**src/rtl/button_conditioner.sv**
```systemverilog
// Push-button front end: two-flop synchroniser, four-state debounce FSM,
// registered level plus single-cycle press/release/long-press pulses.
module button_conditioner #(
   parameter int DEBOUNCE_CYCLES = 1_000_000,
   parameter int LONG_CYCLES     = 50_000_000
) (
   input  logic clk,
   input  logic rst,
   input  logic button,
   output logic level,
   output logic press_pulse,
   output logic release_pulse,
   output logic long_pulse,
   output logic long_held
);
   localparam int DW = $clog2(DEBOUNCE_CYCLES);
   localparam int HW = $clog2(LONG_CYCLES + 1);
   localparam logic [DW-1:0] D_LAST = DW'(DEBOUNCE_CYCLES - 1);
   localparam logic [HW-1:0] H_MAX  = HW'(LONG_CYCLES);
   localparam logic [HW-1:0] H_PRE  = HW'(LONG_CYCLES - 1);

   typedef enum logic [1:0] {UP, UP_CHK, DOWN, DOWN_CHK} state_t;

   state_t        state;
   logic          s1, bs;
   logic [DW-1:0] dcnt;
   logic [HW-1:0] hcnt;
   logic          in_down, long_edge;

   assign in_down   = (state == DOWN) || (state == DOWN_CHK);
   assign long_edge = in_down && (hcnt == H_PRE);

   always_ff @(posedge clk or posedge rst) begin
      if (rst) begin
         s1            <= 1'b0;
         bs            <= 1'b0;
         state         <= UP;
         dcnt          <= '0;
         hcnt          <= '0;
         level         <= 1'b0;
         press_pulse   <= 1'b0;
         release_pulse <= 1'b0;
         long_pulse    <= 1'b0;
         long_held     <= 1'b0;
      end else begin
         s1            <= button;
         bs            <= s1;
         press_pulse   <= 1'b0;
         release_pulse <= 1'b0;
         long_pulse    <= 1'b0;

         // Hold time keeps running through release glitches; saturation
         // guarantees the long-press edge is seen once per press.
         if (in_down && hcnt != H_MAX)
            hcnt <= hcnt + 1'b1;
         if (long_edge) begin
            long_pulse <= 1'b1;
            long_held  <= 1'b1;
         end

         // Release acceptance is written last so it overrides a coincident
         // long-press edge.
         case (state)
            UP: begin
               if (bs) begin
                  state <= UP_CHK;
                  dcnt  <= DW'(1);
               end
            end
            UP_CHK: begin
               if (!bs) begin
                  state <= UP;
               end else if (dcnt == D_LAST) begin
                  state       <= DOWN;
                  level       <= 1'b1;
                  press_pulse <= 1'b1;
                  hcnt        <= '0;
               end else begin
                  dcnt <= dcnt + 1'b1;
               end
            end
            DOWN: begin
               if (!bs) begin
                  state <= DOWN_CHK;
                  dcnt  <= DW'(1);
               end
            end
            DOWN_CHK: begin
               if (bs) begin
                  state <= DOWN;
               end else if (dcnt == D_LAST) begin
                  state         <= UP;
                  level         <= 1'b0;
                  release_pulse <= 1'b1;
                  long_pulse    <= 1'b0;
                  long_held     <= 1'b0;
                  hcnt          <= '0;
               end else begin
                  dcnt <= dcnt + 1'b1;
               end
            end
            default: state <= UP;
         endcase
      end
   end
endmodule

```
**config.mk**
```make
export PLATFORM = sky130hd
export DESIGN_NAME = button_conditioner
export DESIGN_NICKNAME = d
export VERILOG_FILES = /design/src/rtl/button_conditioner.sv
export SDC_FILE = /design/constraint.sdc
export NUM_CORES = 1
export LEC_CHECK = 0
export ABC_AREA = 1
export BUFFER_PORTS_ARGS = -buffer_cell sky130_fd_sc_hd__buf_2
export CORE_AREA = 2 2 83 85
export DETAILED_ROUTE_END_ITERATION = 10
export DIE_AREA = 0 0 85 87
export GPL_TIMING_DRIVEN = 1
export HOLD_SLACK_MARGIN = 0.12
export MAX_ROUTING_LAYER = met4
export PLACE_DENSITY = 0.76
export SLEW_MARGIN = 0
export SYNTH_ARGS = -nofsm -noshare
export SYNTH_HDL_FRONTEND = slang
export SYNTH_SLANG_ARGS = --single-unit
export TNS_END_PERCENT = 1
```
**constraint.sdc**
```tcl
create_clock -name clk -period 2.92 [get_ports clk]
set_input_delay 0.146 -clock clk [delete_from_list [all_inputs] [get_ports clk]]
set_output_delay 0.146 -clock clk [all_outputs]
set_load 0.02 [all_outputs]
```
# [Word level (Yosys, flattened, before mapping)]
# Index checks and enable logic that the tools add are counted.
[classes] addsub=2 n_mul=0 div_mod_pow=0 n_lt_le_gt_ge=0 n_eq_ne=14 shift=0 mux=36 bitwise_logic=0 n_reduce_logical=8
[op_table] cell="$mux W26" n=4
[op_table] cell="$mux W20" n=5
[op_table] cell="$pmux W20 S4" n=1
[op_table] cell="$pmux W26 S2" n=1
[op_table] cell="$add A26 B1 Y26 const B" n=1
[op_table] cell="$eq A26 B26 Y1 const B" n=1
[op_table] cell="$ne A26 B26 Y1 const B" n=1
[op_table] cell="$add A20 B1 Y20 const B" n=1
[op_table] cell="$eq A20 B20 Y1 const B" n=1
[op_table] cell="$mux W1" n=17
[op_table] cell="$mux W2" n=6
[op_table] cell="$ne A2 B2 Y1 const B" n=5
[op_table] cell="$pmux W2 S4" n=1
[op_table] cell="$reduce_and A4 Y1" n=2
[op_table] cell="$reduce_and A5 Y1" n=1
[op_table] cell="$eq A2 B2 Y1 const B" n=2
[op_table] cell="$ne A3 B2 Y1 const B" n=1
[op_table] cell="$ne A3 B3 Y1 const B" n=1
[op_table] cell="$eq A2 B1 Y1 const B" n=1
[op_table] cell="$logic_and A1 B1 Y1" n=2
[op_table] cell="$logic_not A2 Y1" n=1
[op_table] cell="$ne A2 B1 Y1 const B" n=1
[op_table] cell="$pmux W1 S2" n=1
[op_table] cell="$reduce_bool A2 Y1" n=1
[op_table] cell="$logic_or A1 B1 Y1" n=1
[word_totals] ff_bits=55 latchBits=0 ramBits=0 mem_bits_ro=0 inputBits=3 output_inout_bits=5 elab_cells=70 memories=0

# [Depth between registers and ports, before layout]
# Gate-level depths: netlist of the first run.
[depth] ltp_word=7 ltp_mapped=11 depth_no_buf=11

# [Least setup slack after synthesis of the first run]
# No wires, ideal clock.
[synth_timing] path_type="register to register" start="register dcnt[0]" end="register dcnt[5]" setup_ns=0.118 t_arrival_ns=1.510 required_ns=2.802 slack_ns=1.292 stages_incl_launch_ff=11 n_path_buf=1 synth_period_minus_slack_ns=1.628 path_cell_list="dfrtp_1 -> ha_1 -> nand3_4 -> nor2_4 -> nand3_2 -> nor2_4 -> nor2_4 -> clkinv_8 -> buf_12 -> nand2_1 -> o21ai_2"
[synth_via] elab_chain_len=4 word_cells_on_any_way=6 classes_between="1 x add/sub; 1 x eq/ne; 4 x mux"
[synth_lines] item="start: declaration" line="26" source="logic [DW-1:0] dcnt;"
[synth_lines] item="start signal: assignment" line="79" source="dcnt <= dcnt + 1'b1;"
[synth_lines] item="start signal: assignment" line="99" source="dcnt <= dcnt + 1'b1;"
[synth_lines] item="$add A20 B1 Y20 / $eq A20 B20 Y1 (equally long branches)"
[synth_lines] item="$mux W20 *" line="73, 91"
[synth_lines] item="$mux W20, on equally long branches" line="89, 71"
[synth_lines] item="$pmux W20 S4 *" line="63" source="case (state)"
# Every way passes the cells marked *; elsewhere a longest branch is shown, timed or not. The select of a mux whose other input is x is not followed.
# A chain may end at the register's enable or synchronous reset.

# [Final worst setup path of the first run]
[layout_timing] start="register dcnt[0]" end="register dcnt[17]"
# Same word-level chain as after synthesis.

==> results.tsv, run 1 <==
metric	value	unit
status	complete, no violations	
Post-DP HPWL	6.397	mm
Max Clock Freq	0.4912	GHz
Antenna Violating Nets Remaining	0	
Mean Syn Cell Area	6.528	µm²
YS warnings	0	
Core Box Area	6569	µm²
most frequent CP cell	nor2_4	
Cells after DPL	657	
minimum clock period	2.036	ns
sequential fraction of design power	56.5	%
# IOs	8	
Cell Area, Synth	3780	µm²
first-pass GRT wire length	15.08	mm
Multi-input gate area	2069	µm²
clock-pin slew on the worst setup and hold paths	0.10	ns
setup violators final	0	
fillcell total	616	
CP required	3.11	ns
Worst path depth	9	
Detailed Route WL	8.752	mm
Largest delay share family, worst path	simple AND/OR/NAND/NOR gates	
synthesis-to-layout area growth	4.866	%
final worst-path cycle share	69.72	%
Starting DRT DRC Count	230	
post-CTS setup buffer count	0	
Max VDD drop	0.0002762	V
unrepaired setup endpoints after global routing	false	
Hold Slack	0.3619	ns
Final GP Congestion	0.9218	
total CTS buffers	5	
Hold Path Class	reg -> reg	
commonest cells after routing, fill and taps aside	nand2_1 (221), nor2_1 (111), inv_1 (55), dfrtp_1 (55), nand3_1 (40)	
CP cell instances	ha_1 -> nand3_4 -> nor2_4 -> nand3_2 -> nor2_4 -> nor2_4 -> clkinv_8 -> nand2_1 -> o21ai_0	
post-route total power	1.382	mW
Hold Path Cell Cnt	0	
syn_nets	585	
Crit Path Max Fanout	28	
Slowest-stage cell, CP	dfrtp_1	
pwr dens	348.7	nW/µm²
Comb pwr share	4.3	%
share of cells above drive strength 1	8.348	%
Relative slew margins	59.88	%
Synth Instances	579	
DRC	0	
Reg2Reg Setup Slack	0.88	ns
post-route insts no fill	667	
clk buf depth	2	
gr usage total	26.07	%
area occupied by registers	1376	µm²
critical path's largest stage delay	0.43	ns
most common cell after layout, fill and taps aside	nand2_1	
clock network fraction of total power	39.2	%
switch share	23.09	%
Leakage Power	1.784	nW
fin. max-slew vios	0	
nature of the critical path startpoint	flip-flop	
Critical Path AT	2.23	ns
Setup Skew	0.01150	ns
area of the die	7395	µm²
drt first pass iters	5	
starting density of the core	57.54	%
height of the die	87	µm
worst slew pin tran	0.6017	ns
switching power	0.3192	mW
CTS tree	yes	
max-cap viol count	0	
CTS root buffer	clkbuf_8	
Worst Reg2Reg Path Length in Cells	9	
worst skew pair latency	0.31	ns
via density per instance	5.198	
Util after Layout	60.34	%
Worst Setup Path Type	reg -> reg	
final net count	592	
largest net degree at the start of global routing	38	
CP bufs+invs	1	
routed length per instance	13.12	µm
Die Wd	85	µm
Synth cell types	30	
CTS sink cnt	55	
CP Capture Type	flip-flop	
Setup TNS	0	ns
H-tree levels	2	
total gr overflow	0	
number of global-route vias before repair	3322	
#FFs+latches synth	55	
P_int	1.063	mW
antenna cells	0	
Port Buf Inserts	7	
Hold Fails Final Rpt	0	
initial antenna violation count	0	
Seq/Total Area, Yosys	36.41	%
routed vias	3467	
FP Rows	30	
-- what timing repair did --
item / 4_1_cts / 5_1_grt
hold buffers: 2 / 0
hold endpoints to repair: 19 / 0
setup endpoints to repair: 0 / 0
resized for setup: 0 / 0
-- per-layer routing --
layer / vias up / global-route usage [%] / part of all wire (%)
met4: 0 / 9.668 / 2.0
met2: 66 / 45.88 / 52
li1: 1797 / - / -
met1: 1588 / 30.51 / 44
met5: - / - / 0
met3: 16 / 3.412 / 2.3
-- registers in the layout (all words and copies together) (netlist names), named ones only --
register / flops
bs: 1
hcnt: 26
long_held: 1
press_pulse: 1
release_pulse: 1
level: 1
long_pulse: 1
state: 1
s1: 1
dcnt: 20
-- synth_stat cells --
cell | n | area [µm²]
o21bai_1 | 2 | 15.01
nor3_1 | 4 | 20.02
buf_2 | 2 | 10.01
nor2_2 | 1 | 6.260
or2_2 | 3 | 18.77
o21ai_2 | 11 | 96.34
buf_6 | 2 | 22.52
nand2_2 | 9 | 56.30
nor2_1 | 111 | 416.7
xnor2_1 | 4 | 35.03
and2_1 | 1 | 6.260
dfrtp_1 | 55 | 1376
buf_12 | 2 | 40.04
xor2_1 | 14 | 122.6
clkinv_8 | 1 | 16.27
nand2_1 | 221 | 829.6
a21oi_1 | 2 | 10.01
nor3b_1 | 1 | 7.510
o21ai_0 | 11 | 55.05
nand3_4 | 1 | 17.52
clkbuf_2 | 1 | 5.000
inv_1 | 56 | 210.2
ha_1 | 3 | 37.54
clkbuf_1 | 1 | 3.750
nand3_1 | 40 | 200.2
nand4_1 | 12 | 75.07
buf_4 | 3 | 22.52
nor2_4 | 3 | 33.78
nand3_2 | 1 | 10.01
inv_2 | 1 | 3.750
-- cell type report --
type | instances | share of cell area, %
tap | 80 | 2.525
clock inverter | 2 | 0.8838
clock buffer | 6 | 2.083
inverter | 58 | 5.808
multi-input combinational | 455 | 52.21
sequential | 55 | 34.72
timing repair buffer | 11 | 1.768
-- worst paths after layout --
check	start	to
min in group asynchronous	rst	dcnt[6]$_DFFE_PP0P_
max reg2reg	dcnt[0]$_DFFE_PP0P_	dcnt[17]$_DFFE_PP0P_
min reg2reg	s1$_DFF_PP0_	bs$_DFF_PP0_
min	s1$_DFF_PP0_	bs$_DFF_PP0_
max in group asynchronous	rst	hcnt[13]$_DFF_PP0_
max	dcnt[0]$_DFFE_PP0P_	dcnt[17]$_DFFE_PP0P_
-- logic make-up after synthesis --
family | after synthesis | synth area share, %
and+or+nand+nor | 408 | 44.92
xor gates and xnor gates | 18 | 4.171
buffers and inverters | 69 | 8.838
adders and majority gates | 3 | 0.9932
AOI/OAI and AO/OA | 26 | 4.667
DFF | 55 | 36.41
-- power groups by stage --
stage | Combinational [mW] | Clock, mW | Sequential [mW]
2_1_floorplan | 0.0528 | 0 | 0.791
3_3_place_gp | 0.0561 | 0 | 0.795
3_5_place_dp | 0.0585 | 0 | 0.795
4_1_cts | 0.0606 | 0.559 | 0.781
5_1_grt | 0.0673 | 0.584 | 0.783
6_report | 0.0593 | 0.542 | 0.781
-- worst reg2reg max path, cell delays in order (launching register included) --
cell	delay (ns)
dfrtp_1	0.43
ha_1	0.31
nand3_4	0.16
nor2_4	0.06
nand3_2	0.10
nor2_4	0.05
nor2_4	0.37
clkinv_8	0.24
nand2_1	0.12
o21ai_0	0.08
-- per-stage QoR --
stage | area (µm²) | setup WS, ns
final | 3964 | 0.8841
after global routing | 3964 | 0.7028
after CTS | 3964 | 0.8779
after detailed placement | 3826 | 0.8666
after global placement | 3826 | 0.9277
after floorplan | 3780 | 1.292
(Power assumes the default switching activity.)
==> run 2, diff against run 1 <==
Clock period 2.92 ns to 2.04 ns, I/O delays scaled along.
==> results.tsv, run 2 (synthesized netlist as in run 1, its figures left out) <==
metric	value	unit	change
status	complete, no violations		
total CTS buffers	5		unchanged
H-tree levels	2		unchanged
Relative slew margins	68.94	%	+9.1 points
Antenna Violating Nets Remaining	0		unchanged
first-pass GRT wire length	15.38	mm	+2.0%
share of cells above drive strength 1	9.428	%	+1.1 points
cells resized by post-CTS repair	0		unchanged
final setup margin	0.2071	ns	-0.6770 ns
gr usage total	26.26	%	+0.19 points
DRC	0		unchanged
post-route insts no fill	674		+1.0%
CTS root buffer	clkbuf_8		
Core Box Area	6569	µm²	unchanged
clk buf depth	2		unchanged
DP Area	3916	µm²	+2.4%
final net count	599		+1.2%
CP Capture Type	flip-flop		
max-cap viol count	0		unchanged
number of global-route vias before repair	3540		+6.6%
Largest Register	hcnt		
area of the die	7395	µm²	unchanged
commonest cells after routing, fill and taps aside	nand2_1 (221), nor2_1 (111), inv_1 (55), dfrtp_1 (55), nand3_1 (40)		
Die Wd	85	µm	unchanged
starting density of the core	57.54	%	unchanged
Setup Skew	0.01602	ns	+0.004525 ns
worst slack, placed	0.2088	ns	-0.6579 ns
FP Rows	30		unchanged
nature of the critical path startpoint	flip-flop		
Max VDD drop	0.0003127	V	+13%
Critical Path AT	2.03	ns	-0.20 ns
via density per instance	5.300		+2.0%
routed vias	3572		+3.0%
fin area	4054	µm²	+2.3%
minimum clock period	1.833	ns	-0.2030 ns
Detailed Route WL	8.528	mm	-2.6%
top flop regs	hcnt (26), dcnt (20)		
most common cell after layout, fill and taps aside	nand2_1		
Cells after DPL	664		+1.1%
Leakage Power	1.832	nW	+2.7%
height of the die	87	µm	unchanged
total gr overflow	0		unchanged
Worst Setup Path Type	reg -> reg		
worst skew pair latency	0.32	ns	about the same
largest net degree at the start of global routing	36		-5.3%
Max Clock Freq	0.5456	GHz	+11%
Post-DP HPWL	6.400	mm	about the same
CP required	2.24	ns	-0.87 ns
initial antenna violation count	0		unchanged
Final GP Congestion	1.048		+14%
final worst-path cycle share	89.85	%	+20 points
Crit Path Max Fanout	8		-71%
Hold Path Class	in -> async		
Starting DRT DRC Count	218		-5.2%
worst slew pin tran	0.4653	ns	-0.1365 ns
# IOs	8		unchanged
setup violators final	0		unchanged
antenna cells	0		unchanged
fillcell total	597		-3.1%
CTS sink cnt	55		unchanged
number of flip-flops in the largest register	26		unchanged
clock-pin slew on the worst setup and hold paths	0.11	ns	about the same
Port Buf Inserts	7		unchanged
fin. max-slew vios	0		unchanged
routed length per instance	12.65	µm	-3.6%
pwr dens	486.0	nW/µm²	+39%
Hold Fails Final Rpt	0		unchanged
Setup TNS	0	ns	unchanged
CTS tree	yes		
drt first pass iters	5		unchanged
synthesis-to-layout area growth	7.249	%	
unrepaired setup endpoints after global routing	false		
==> run 2: cell count changes in the layout (fill, tap and decap cells not counted) <==
cell | previous run | this run
buf_4 | 2 | 6
buf_12 | 0 | 3
==> run 2: critical path: stages (launching register included) <==
cell	delay [ns]
dfrtp_1	0.39
ha_1	0.30
nand3_4	0.13
nor2_4	0.17
nand3_2	0.11
nor2_4	0.16
nor2_4	0.10
buf_4	0.19
o21ai_0	0.10
o21ai_2	0.07
==> run 2: power by group <==
group / internal [mW] / leakage, nW / switching, mW / total, mW
combinational: 0.0280 / 1.01 / 0.0667 / 0.0947
clock: 0.398 / 0.0612 / 0.365 / 0.763
sequential: 1.10 / 0.758 / 0.0122 / 1.11
total: 1.53 / 1.83 / 0.444 / 1.97
==> run 2: final timing paths <==
kind | to | depth (start not counted) | start | slack [ns]
max | dcnt[0]$_DFFE_PP0P_ | 9 | dcnt[0]$_DFFE_PP0P_ | 0.21
min | long_held$_DFF_PP0_ | 3 | rst | 0.34
max reg2reg | dcnt[0]$_DFFE_PP0P_ | 9 | dcnt[0]$_DFFE_PP0P_ | 0.21
min reg2reg | bs$_DFF_PP0_ | 0 | s1$_DFF_PP0_ | 0.36
max in group asynchronous | hcnt[2]$_DFF_PP0_ | 4 | rst | 1.14
min in group clk | bs$_DFF_PP0_ | 0 | s1$_DFF_PP0_ | 0.36
==> run 2: metrics by stage <==
step	util [%]	power, mW	hold slack [ns]
after floorplan	-	1.207	0.1334
after global placement	59.62	1.223	0.1298
after detailed placement	59.62	1.227	0.1396
after CTS	61.71	1.989	0.3415
after global routing	61.71	2.050	0.3668
final	61.71	1.970	0.3392
==> run 2: final cells by class <==
cell class | instances | area (µm²) | share of cell area [%]
tap | 80 | 100.1 | 2.469
multi-input combinational | 455 | 2069 | 51.05
clock buffer | 6 | 82.58 | 2.037
clock inverter | 2 | 35.03 | 0.8642
timing repair buffer | 18 | 160.2 | 3.951
sequential | 55 | 1376 | 33.95
inverter | 58 | 230.2 | 5.679
==> run 2: per-layer routing <==
metal  vias to the layer above  GRT usage (%)  wire, µm
li1                       1816              -         -
met1                      1638          29.76      3524
met2                        96          45.74      4411
met3                        22          3.791       352
met4                         0          12.55       240
met5                         -              -         0
==> run 2: repair_timing <==
action | 4_1_cts | 5_1_grt
endpoints found under the hold margin | 21 | 0
hold buffers | 2 | 0
buffers inserted | 0 | 0
==> run 3, diff against run 2 <==
Settings changed: CTS_CLUSTER_SIZE set to 40, PLACE_DENSITY 0.76 to 0.85.
==> results.tsv, run 3 (synthesized netlist as in run 1, its figures left out) <==
metric	value	unit	change
Max Clock Freq	0.5452	GHz	about the same
final setup margin	0.2058	ns	-0.001346 ns
top flop regs	hcnt (26), dcnt (20)		
Starting DRT DRC Count	235		+7.8%
DP Area	3931	µm²	+0.38%
setup violators final	0		unchanged
height of the die	87	µm	unchanged
nature of the critical path startpoint	flip-flop		
starting density of the core	57.54	%	unchanged
FP Rows	30		unchanged
number of flip-flops in the largest register	26		unchanged
Crit Path Max Fanout	10		+2
Setup Skew	0.01675	ns	+0.0007306 ns
Core Box Area	6569	µm²	unchanged
final net count	601		+0.33%
CP Capture Type	flip-flop		
switching power	0.4834	mW	+8.9%
Hold Fails Final Rpt	0		unchanged
pwr dens	461.5	nW/µm²	-5.0%
Multi-input gate area	2069	µm²	unchanged
area of the die	7395	µm²	unchanged
routed length per instance	12.86	µm	+1.6%
commonest cells after routing, fill and taps aside	nand2_1 (221), nor2_1 (111), inv_1 (55), dfrtp_1 (55), nand3_1 (40)		
fin. max-slew vios	0		unchanged
most common cell after layout, fill and taps aside	nand2_1		
# IOs	8		unchanged
unrepaired setup endpoints after global routing	false		
Leakage Power	1.830	nW	-0.12%
H-tree levels	2		unchanged
antenna cells	0		unchanged
cells resized by post-CTS repair	0		unchanged
DRC	0		unchanged
CTS sink cnt	55		unchanged
Worst Setup Path Type	reg -> reg		
first-pass GRT wire length	15.12	mm	-1.7%
synthesis-to-layout area growth	7.084	%	
status	complete, no violations		
initial antenna violation count	0		unchanged
total gr overflow	0		unchanged
switch share	25.88	%	+3.4 points
sequential fraction of design power	59.6	%	+3.1 points
CP required	2.26	ns	+0.02 ns
Largest Register	hcnt		
worst slack, placed	0.2269	ns	+0.01818 ns
CTS root buffer	clkbuf_8		
final worst-path cycle share	89.91	%	about the same
Relative slew margins	78.12	%	+9.2 points
Critical R2R Launch	dcnt[0]$_DFFE_PP0P_		
clock network fraction of total power	35.4	%	-3.3 points
Post-DP HPWL	6.437	mm	+0.57%
fillcell total	606		+1.5%
Max VDD drop	0.0003196	V	+2.2%
Setup TNS	0	ns	unchanged
total CTS buffers	5		unchanged
largest net degree at the start of global routing	56		+56%
Antenna Violating Nets Remaining	0		unchanged
Reg2Reg Setup Slack	0.21	ns	about the same
drt first pass iters	5		unchanged
gr usage total	26.25	%	about the same
fin area	4048	µm²	-0.15%
share of cells above drive strength 1	9.732	%	+0.30 points
CTS tree	yes		
number of global-route vias before repair	3259		-7.9%
worst skew pair latency	0.32	ns	about the same
clock-pin slew on the worst setup and hold paths	0.11	ns	about the same
Hold Path Class	in -> async		
area occupied by registers	1376	µm²	unchanged
Port Buf Inserts	7		unchanged
worst slew pin tran	0.3257	ns	-0.1396 ns
via density per instance	5.297		about the same
routed vias	3581		+0.25%
max-cap viol count	0		unchanged
R2R Path End	dcnt[0]$_DFFE_PP0P_		
Worst Reg2Reg Path Length in Cells	9		unchanged
Detailed Route WL	8.693	mm	+1.9%
Die Wd	85	µm	unchanged
minimum clock period	1.834	ns	+0.001346 ns
Critical Path AT	2.05	ns	+0.02 ns
Final GP Congestion	0.9721		-7.2%
P_int	1.384	mW	-9.3%
Comb pwr share	5.1	%	+0.3 points
clk buf depth	2		unchanged
==> run 3: cell types whose count changed in the layout (fill, tap and decap cells not counted) <==
cell | previous run | this run
buf_4 | 6 | 8
bufinv_16 | 1 | 0
clkbuf_8 | 6 | 5
clkinv_2 | 1 | 0
clkinvlp_4 | 0 | 1
inv_6 | 0 | 1
inv_8 | 0 | 1
==> run 3: worst max path at each step <==
stage,depth (start not counted),to,start
floorplan,10,dcnt[5]$_DFFE_PP0P_,dcnt[0]$_DFFE_PP0P_
global placement,9,dcnt[0]$_DFFE_PP0P_,dcnt[0]$_DFFE_PP0P_
detailed placement,9,dcnt[0]$_DFFE_PP0P_,dcnt[0]$_DFFE_PP0P_
CTS,9,dcnt[0]$_DFFE_PP0P_,dcnt[0]$_DFFE_PP0P_
global route,11,hcnt[20]$_DFF_PP0_,hcnt[0]$_DFF_PP0_
finish,9,dcnt[0]$_DFFE_PP0P_,dcnt[0]$_DFFE_PP0P_
==> run 3: area by class of cell <==
type                            instances  share of cell area (%)
Multi-Input combinational cell        455                   51.13
Sequential cell                        55                   34.00
Clock buffer                            5                   1.700
Clock inverter                          3                  0.6801
Timing Repair Buffer                   20                   4.328
Inverter                               58                   5.688
Tap cell                               80                   2.473
==> run 3: per-stage QoR <==
| step | hold WS, ns | power, mW | util [%] | std cells |
|---|---|---|---|---|
| 6_report | 0.3518 | 1.868 | 61.62 | 676 |
| 5_1_grt | 0.3824 | 1.936 | 61.62 | 676 |
| 4_1_cts | 0.3742 | 1.882 | 61.62 | 676 |
| 3_5_place_dp | 0.1801 | 1.228 | 59.85 | 666 |
| 3_3_place_gp | 0.1748 | 1.223 | 59.85 | 666 |
| 2_1_floorplan | 0.1334 | 1.207 | - | 579 |
==> run 3: what timing repair did <==
action                                  CTS  global route
setup buffers                             0             0
hold buffers                              2             0
endpoints found under the setup margin    0             0
endpoints found under the hold margin    56             0
==> run 3: critical path: stages (launching register included) <==
cell	delay (ns)
dfrtp_1	0.40
ha_1	0.29
nand3_4	0.14
nor2_4	0.17
nand3_2	0.12
nor2_4	0.17
nor2_4	0.08
buf_4	0.19
o21ai_0	0.10
o21ai_2	0.07
==> run 3: layer usage <==
metal  up-vias  GRT usage (%)  wire length (µm)
met3         7          3.412               513
li1       1813              -                 -
met1      1642          38.20              4296
met5         -              -                 0
met2       119          39.06              3796
met4         0          6.494                86
==> run 3: power by group through the flow <==
stage / registers [mW] / clock network (mW) / logic [mW]
detailed placement: 1.13 / 0 / 0.0938
global route: 1.12 / 0.713 / 0.108
floorplan: 1.13 / 0 / 0.0756
CTS: 1.11 / 0.672 / 0.0969
global placement: 1.13 / 0 / 0.0907
finish: 1.11 / 0.660 / 0.0948
